`config.mk`:
```
export PLATFORM = sky130hd
export DESIGN_NAME = uart_tx_fifo_ctrl
export DESIGN_NICKNAME = d
export VERILOG_FILES = /design/src/rtl/uart_tx_fifo_ctrl.sv
export SDC_FILE = /design/constraint.sdc
export NUM_CORES = 1
export LEC_CHECK = 0
export BUFFER_PORTS_ARGS = -buffer_cell sky130_fd_sc_hd__buf_2
export CORE_ASPECT_RATIO = 0.7
export CORE_MARGIN = 2
export CORE_UTILIZATION = 63
export DETAILED_ROUTE_END_ITERATION = 8
export PLACE_DENSITY = 0.84
export SLEW_MARGIN = 20
export SYNTH_ARGS = -nofsm -noshare
export SYNTH_HDL_FRONTEND = slang
export SYNTH_SLANG_ARGS = --single-unit
```
`constraint.sdc`:
```
create_clock -name clk_i -period 7.14 [get_ports clk_i]
set_input_delay 2.142 -clock clk_i [delete_from_list [all_inputs] [get_ports clk_i]]
set_output_delay 2.142 -clock clk_i [all_outputs]
set_load 0.05 [all_outputs]
```
`src/rtl/uart_tx_fifo_ctrl.sv`:
```
// UART transmit FIFO controller: circular byte queue feeding a three-state
// start/wait handshake toward the UART transmitter.
module uart_tx_fifo_ctrl #(
   parameter int MAX_UART_DATA_W = 8,
   parameter int FIFO_DEPTH      = 8,
   parameter int NEARLY_THRESH   = 2
) (
   input  logic                            clk_i,
   input  logic                            rst_ni,
   input  logic                            fifo_en_i,
   input  logic                            push_i,
   input  logic [MAX_UART_DATA_W-1:0]      push_data_i,
   input  logic                            flush_i,
   input  logic                            tx_en_i,
   input  logic                            tx_busy_i,
   input  logic                            tx_done_i,
   output logic                            tx_start_o,
   output logic [MAX_UART_DATA_W-1:0]      tx_data_o,
   output logic                            full_o,
   output logic                            nearly_full_o,
   output logic                            empty_o,
   output logic                            nearly_empty_o,
   output logic                            overflow_o,
   output logic [$clog2(FIFO_DEPTH):0]     level_o
);

   localparam int AW = $clog2(FIFO_DEPTH);
   localparam logic [AW:0] DEPTH_L = (AW+1)'(FIFO_DEPTH);
   localparam logic [AW:0] NF_L    = (AW+1)'(FIFO_DEPTH - NEARLY_THRESH);
   localparam logic [AW:0] NE_L    = (AW+1)'(NEARLY_THRESH);

   typedef enum logic [1:0] {IDLE, START, WAIT} state_t;

   state_t                     state, state_n;
   logic [MAX_UART_DATA_W-1:0] mem [FIFO_DEPTH];
   logic [AW-1:0]              wr_ptr, rd_ptr;
   logic [AW:0]                cnt;
   logic                       push_ok, pop;

   // Flags come straight from the registered count, so they lag a push by one edge.
   assign full_o         = (cnt == DEPTH_L);
   assign empty_o        = (cnt == '0);
   assign nearly_full_o  = (cnt >= NF_L);
   assign nearly_empty_o = (cnt <= NE_L);
   assign level_o        = cnt;

   // No same-cycle pop credit: a push at full is dropped even if a pop happens.
   // A flush discards everything, so it also suppresses the push.
   assign push_ok = push_i && !full_o && !flush_i;
   // A flush in the launch cycle cancels the launch: the head entry is discarded.
   assign pop     = (state == IDLE) && fifo_en_i && tx_en_i && !empty_o &&
                    !tx_busy_i && !flush_i;

   // Byte storage; contents survive reset since the count defines validity.
   always_ff @(posedge clk_i) begin
      if (push_ok) mem[wr_ptr] <= push_data_i;
   end

   // Pointers and count; flush clears all of them and wins over push/pop.
   always_ff @(posedge clk_i or negedge rst_ni) begin
      if (!rst_ni) begin
         wr_ptr <= '0;
         rd_ptr <= '0;
         cnt    <= '0;
      end else if (flush_i) begin
         wr_ptr <= '0;
         rd_ptr <= '0;
         cnt    <= '0;
      end else begin
         if (push_ok) wr_ptr <= wr_ptr + 1'b1;
         if (pop)     rd_ptr <= rd_ptr + 1'b1;
         case ({push_ok, pop})
            2'b10:   cnt <= cnt + 1'b1;
            2'b01:   cnt <= cnt - 1'b1;
            default: cnt <= cnt;
         endcase
      end
   end

   // Overflow pulse one cycle after a dropped push; a push masked by flush is not an overflow.
   always_ff @(posedge clk_i or negedge rst_ni) begin
      if (!rst_ni) overflow_o <= 1'b0;
      else         overflow_o <= push_i && full_o && !flush_i;
   end

   // Transmit byte is captured at pop time and held until the next pop.
   always_ff @(posedge clk_i or negedge rst_ni) begin
      if (!rst_ni)  tx_data_o <= '0;
      else if (pop) tx_data_o <= mem[rd_ptr];
   end

   // FSM state register.
   always_ff @(posedge clk_i or negedge rst_ni) begin
      if (!rst_ni) state <= IDLE;
      else         state <= state_n;
   end

   // Next state and start strobe; tx_done_i only matters in WAIT.
   always_comb begin
      state_n    = state;
      tx_start_o = 1'b0;
      case (state)
         IDLE:  if (pop) state_n = START;
         START: begin
            tx_start_o = 1'b1;
            state_n    = tx_en_i ? WAIT : IDLE;
         end
         WAIT:  if (!tx_en_i || tx_done_i) state_n = IDLE;
         default: state_n = IDLE;
      endcase
   end

endmodule

```
After elaboration in Yosys (flattened, before gate mapping)
Memory sizes are Yosys's and may differ from the RTL's. A register that Yosys moved wholly into a read port is not among the register bits.
Cells that the tools add are included.
{ "classes": {"add_sub_neg": 4, "mux": 13, "n_eq_ne": 7, "n_lt_le_gt_ge": 2, "n_reduce_logical": 22} }
{ "op_table": {"columns": ["cell", "count"], "rows": [
  ["$mux 3", 4],
  ["$logic_and 1x1->1", 9],
  ["$pmux 4 s2", 1],
  ["$add 3x1->3 const B", 2],
  ["$logic_not 1->1", 6],
  ["$mux 2", 3],
  ["$pmux 2 s3", 1],
  ["$add 4x1->4 const B", 1],
  ["$eq 2x1->1 const B", 2],
  ["$eq 2x2->1 const B", 2],
  ["$eq 4x4->1 const B", 1],
  ["$ge 4x3->1 const B", 1],
  ["$le 4x2->1 const B", 1],
  ["$logic_not 4->1", 1],
  ["$mux 4", 1],
  ["$ne 2x2->1 const B", 2],
  ["$reduce_bool 2->1", 2],
  ["$sub 4x1->4 const B", 1],
  ["$mux 1", 3],
  ["$reduce_bool 3->1", 1],
  ["$logic_not 2->1", 1],
  ["$reduce_and 2->1", 1],
  ["$logic_or 1x1->1", 1]
]} }
{ "totals": {"in_bits": 16, "ramBits": 64, "n_memories": 1, "reg_bits": 13, "output_inout_bits": 18} }
{ "memory_table": {"columns": ["memory", "words", "word_bits", "read_ports", "rd_ports_with_merged_regs", "write_ports", "line", "rtl"], "rows": [
  ["mem", 8, 8, 1, 1, 1, "35", "logic [MAX_UART_DATA_W-1:0] mem [FIFO_DEPTH];"]
]} }

Longest topological paths before layout
{ "logic_depth": {"ltp_word": 9, "ltp_mapped": 8} }

Least setup slack after synthesis
Ideal clock, no wire load.
{ "synth_timing": {"path_kind": "input-to-reg", "start": "in tx_busy_i", "end": "reg cnt[3] (netlist: level_o[3])", "stages": 8, "path_buffers": 0, "arrival_time_ps": 3992, "required_time_ps": 7012, "setup_slack_ps": 3021, "path_cell_list": "nand4bb_1 > nor4_4 > and2_1 > ha_1 > a21oi_1 > a211oi_1 > mux2i_1 > mux2_1"} }
{ "synth_via": {"elab_chain_len": 6} }
{ "synth_rtl": {"columns": ["item", "line", "rtl"], "rows": [
  ["from (decl)", "15", "input logic tx_busy_i,"],
  ["$logic_not 1->1 *", "52", "!tx_busy_i && !flush_i;"],
  ["$logic_and 1x1->1 *", "51", "assign pop = (state == IDLE) && fifo_en_i && tx_en_i && !empty_o &&"],
  ["$logic_and 1x1->1 *", "52", null],
  ["$eq 2x1->1 or $eq 2x2->1 (tied branches)", "72", "case ({push_ok, pop})"],
  ["$pmux 4 s2", "72", null],
  ["$mux 4", "65", "end else if (flush_i) begin"],
  ["to (signal assigned)", "73", "2'b10: cnt <= cnt + 1'b1;"],
  ["to (signal assigned)", "74", "2'b01: cnt <= cnt - 1'b1;"],
  ["to (signal assigned)", "75", "default: cnt <= cnt;"],
  ["to (decl)", "37", "logic [AW:0] cnt;"]
]} }
Every way passes the cells marked *; elsewhere a longest branch is shown, timed or not.
A chain may end at the register's enable or synchronous reset.

Final worst setup path
Ends and elaborated chain as after synthesis.

==> metrics.txt <==
clk buf depth 2; Distinct cells, synth 35; crit-path max FO 18; PwrDens 288 mW/mm²; RSZ-0062 raised after global routing no; first-pass GRT wire length 10,300 µm; syn nets about 220; achievable frequency about 220 MHz; GRT Residual Overflow 0; CP Class input pin to register; Max stage delay cell, worst path nor4_4; CTS root buffer clkbuf_8; Initial DRT Pass Iterations 4; clk slew on worst S/H paths about 0.08 ns; DR vias/cell roughly 5.9; sequential power share 0.514; arrival time worst endpoint between 4 and 5 ns; area grow syn2layout 12.7%; die width about 94 µm; core box area around 0.0053 mm²; Final Hold Fails 0; Reg2Reg Depth 8; Yosys reg bits 85; final core occ 0.747; Async SR Flop Fraction 0.247; Clock power frac 0.311; GRT Total Usage 0.237; RR Startpoint level_o[1]$_DFFE_PN0P_; Post-CTS Setup Inserts 0; slew at the pin with the worst max-slew slack ~0.98 ns; worst path required time between 7 and 8 ns; Critical Path Sink Type register; Final Setup Violations 0; Slew headroom 0.341; syn_area_per_cell 17.6 µm²; Post-CTS Hold Fix Bufs 0; H-tree Lvls 3; die area between 0.006 and 0.007 mm²; Routed Antenna Nets 0; reg2reg end level_o[3]$_DFFE_PN0P_; total number of vias 1,874; Final Max Tran Viols 0; Die Y ~67 µm; Period minus WS final between 4 and 5 ns; switching share of power 0.292; Worst Hold Class register to register; Post-synth EDFFs 64; LEAKAGE around 0.0014 µW; CP Capture Point level_o[3]$_DFFE_PN0P_; final HPWL from detailed placement roughly 4200 µm; CP Launch Point tx_busy_i; Final nets 260; Internal just over 800 µW; layout cells sized above 1 0.307; final wirelength roughly 6400 µm; Comb pwr share 0.175; main flop type after synthesis edfxtp_1; largest net degree at the start of global routing 22; port bufs 33; Psw 335 µW; Inserted Clock Buffers 9; maximum vdd drop about 0.24 mV; synth cell count leaders 64 x edfxtp_1, 22 x nor2_1, 21 x dfrtp_1, 16 x mux4_2, 11 x mux2i_1; R2R Setup Slk around 4.2 ns; RePlAce Congestion approximately 0.79; antenna cells 0; cell area after synthesis 0.00354 mm²; post_cts resized 0; clk_lat worst skew 0.35 ns; slowest stage delay, CP roughly 0.74 ns; CTS tree done; Yosys top cell by area edfxtp_1; drt wl/cell about 20 µm; DRC 0; FP Rows 22; io pins 34; clock sink count 85; 1st-iter DRT viols 160; Final Skew around 0.012 ns; critical path startpoint category input pin; count leader, synth edfxtp_1; main area contributors after synthesis edfxtp_1 54%, dfrtp_1 15%, mux4_2 10%; total of warnings raised by yosys 0; Initial Util 0.663; vias in the first global route between 1,500 and 2,000; Cells after Synth about 200; CP cell instances buf_2, nand4bb_1, nor4_4, and2_1, ha_1, a21oi_1, a211oi_1, mux2i_1, mux2_1; top cell type's share of synthesized area 0.543; maxcap violations 0; sequential share of the synthesized area 0.691; total negative slack 0 ns; Final Cycle Share 0.624; initial antenna violation count 0; status complete, no violations
[area by class of cell]
type                       instances  area, µm²
clock inverter                     6       85.1
sequential                        85       2450
fill                             329       1350
tap                               72       90.1
clock buffer                      10        128
inverter                           2       12.5
multi-input combinational        106       1050
timing repair buffer              35        180
[worst max-delay path: cells and delay by family]
family / cells / cell delay (ns)
adders and majority gates: 1 / 0.29
AOI/OAI and AO/OA: 2 / 0.28
and+or+nand+nor: 3 / 1.39
muxes: 2 / 0.48
buffers and inverters: 1 / 0.10
[power by group through the flow]
stage | clock [µW] | combinational [µW] | sequential, µW
3_3_place_gp | 0 | 198 | 600
6_report | 358 | 201 | 591
5_1_grt | 384 | 216 | 594
3_5_place_dp | 0 | 203 | 600
2_1_floorplan | 0 | 68.1 | 678
4_1_cts | 367 | 203 | 590
[worst min path at each step]
stage	cells after the start	slack, ns	endpoint	start
final	2	0.53	tx_data_o[1]$_DFFE_PN0P_	tx_data_o[1]$_DFFE_PN0P_
after global routing	2	0.56	tx_data_o[2]$_DFFE_PN0P_	tx_data_o[2]$_DFFE_PN0P_
after CTS	2	0.54	tx_data_o[1]$_DFFE_PN0P_	tx_data_o[1]$_DFFE_PN0P_
after detailed placement	2	0.52	tx_data_o[1]$_DFFE_PN0P_	tx_data_o[1]$_DFFE_PN0P_
after global placement	2	0.50	tx_data_o[1]$_DFFE_PN0P_	tx_data_o[1]$_DFFE_PN0P_
after floorplan	2	0.54	wr_ptr[0]$_DFFE_PN0P_	wr_ptr[0]$_DFFE_PN0P_
[layer usage]
metal | vias to the layer above | global-route usage | routed length (µm)
met2 | 78 | 0.373 | 3080
met4 | 0 | 0.0707 | 36
met1 | 945 | 0.331 | 2800
li1 | 847 | - | -
met5 | - | 0 | 0
met3 | 4 | 0.0667 | 464
[placed cells by master, fill, tap and decap left out, types with 2 or more instances in the layout]
cell,count
a21oi_1,10
buf_2,33
mux4_2,16
a211oi_1,2
nand2_1,3
xor2_1,2
mux2i_1,11
nand2b_1,5
buf_4,2
ha_1,4
nor2_1,22
mux2_4,2
nand3_1,3
dfrtp_1,20
nor2b_1,4
clkbuf_8,9
xnor2_1,3
edfxtp_1,64
nor4_4,2
bufinv_16,2
nor3_1,4
[sequential cells by signal, indices dropped and copies added (netlist names)]
register	flops
mem	64
tx_data_o	8
overflow_o	1
wr_ptr	3
rd_ptr	3
level_o	4
state	2
[through the flow]
| step | hold WS [ns] | total power [µW] | setup WS (ns) | cell area (µm²) | std cells |
|---|---|---|---|---|---|
| finish | 0.532 | 1150 | 2.69 | 3990 | 316 |
| global route | 0.560 | 1190 | 2.45 | 3990 | 316 |
| CTS | 0.540 | 1160 | 2.68 | 3990 | 316 |
| detailed placement | 0.522 | 804 | 2.34 | 3780 | 300 |
| global placement | 0.504 | 797 | 2.44 | 3780 | 300 |
| floorplan | 0.544 | 746 | 3.02 | 3540 | 201 |
[cell families after synthesis]
group	synth area share
buffers and inverters	0.0131
xor gates and xnor gates	0.0202
adders and majority gates	0.0198
and+or+nand+nor	0.0855
AOI/OAI and AO/OA	0.0255
DFF	0.691
muxes	0.145
Power figures use the tool's default switching activity.
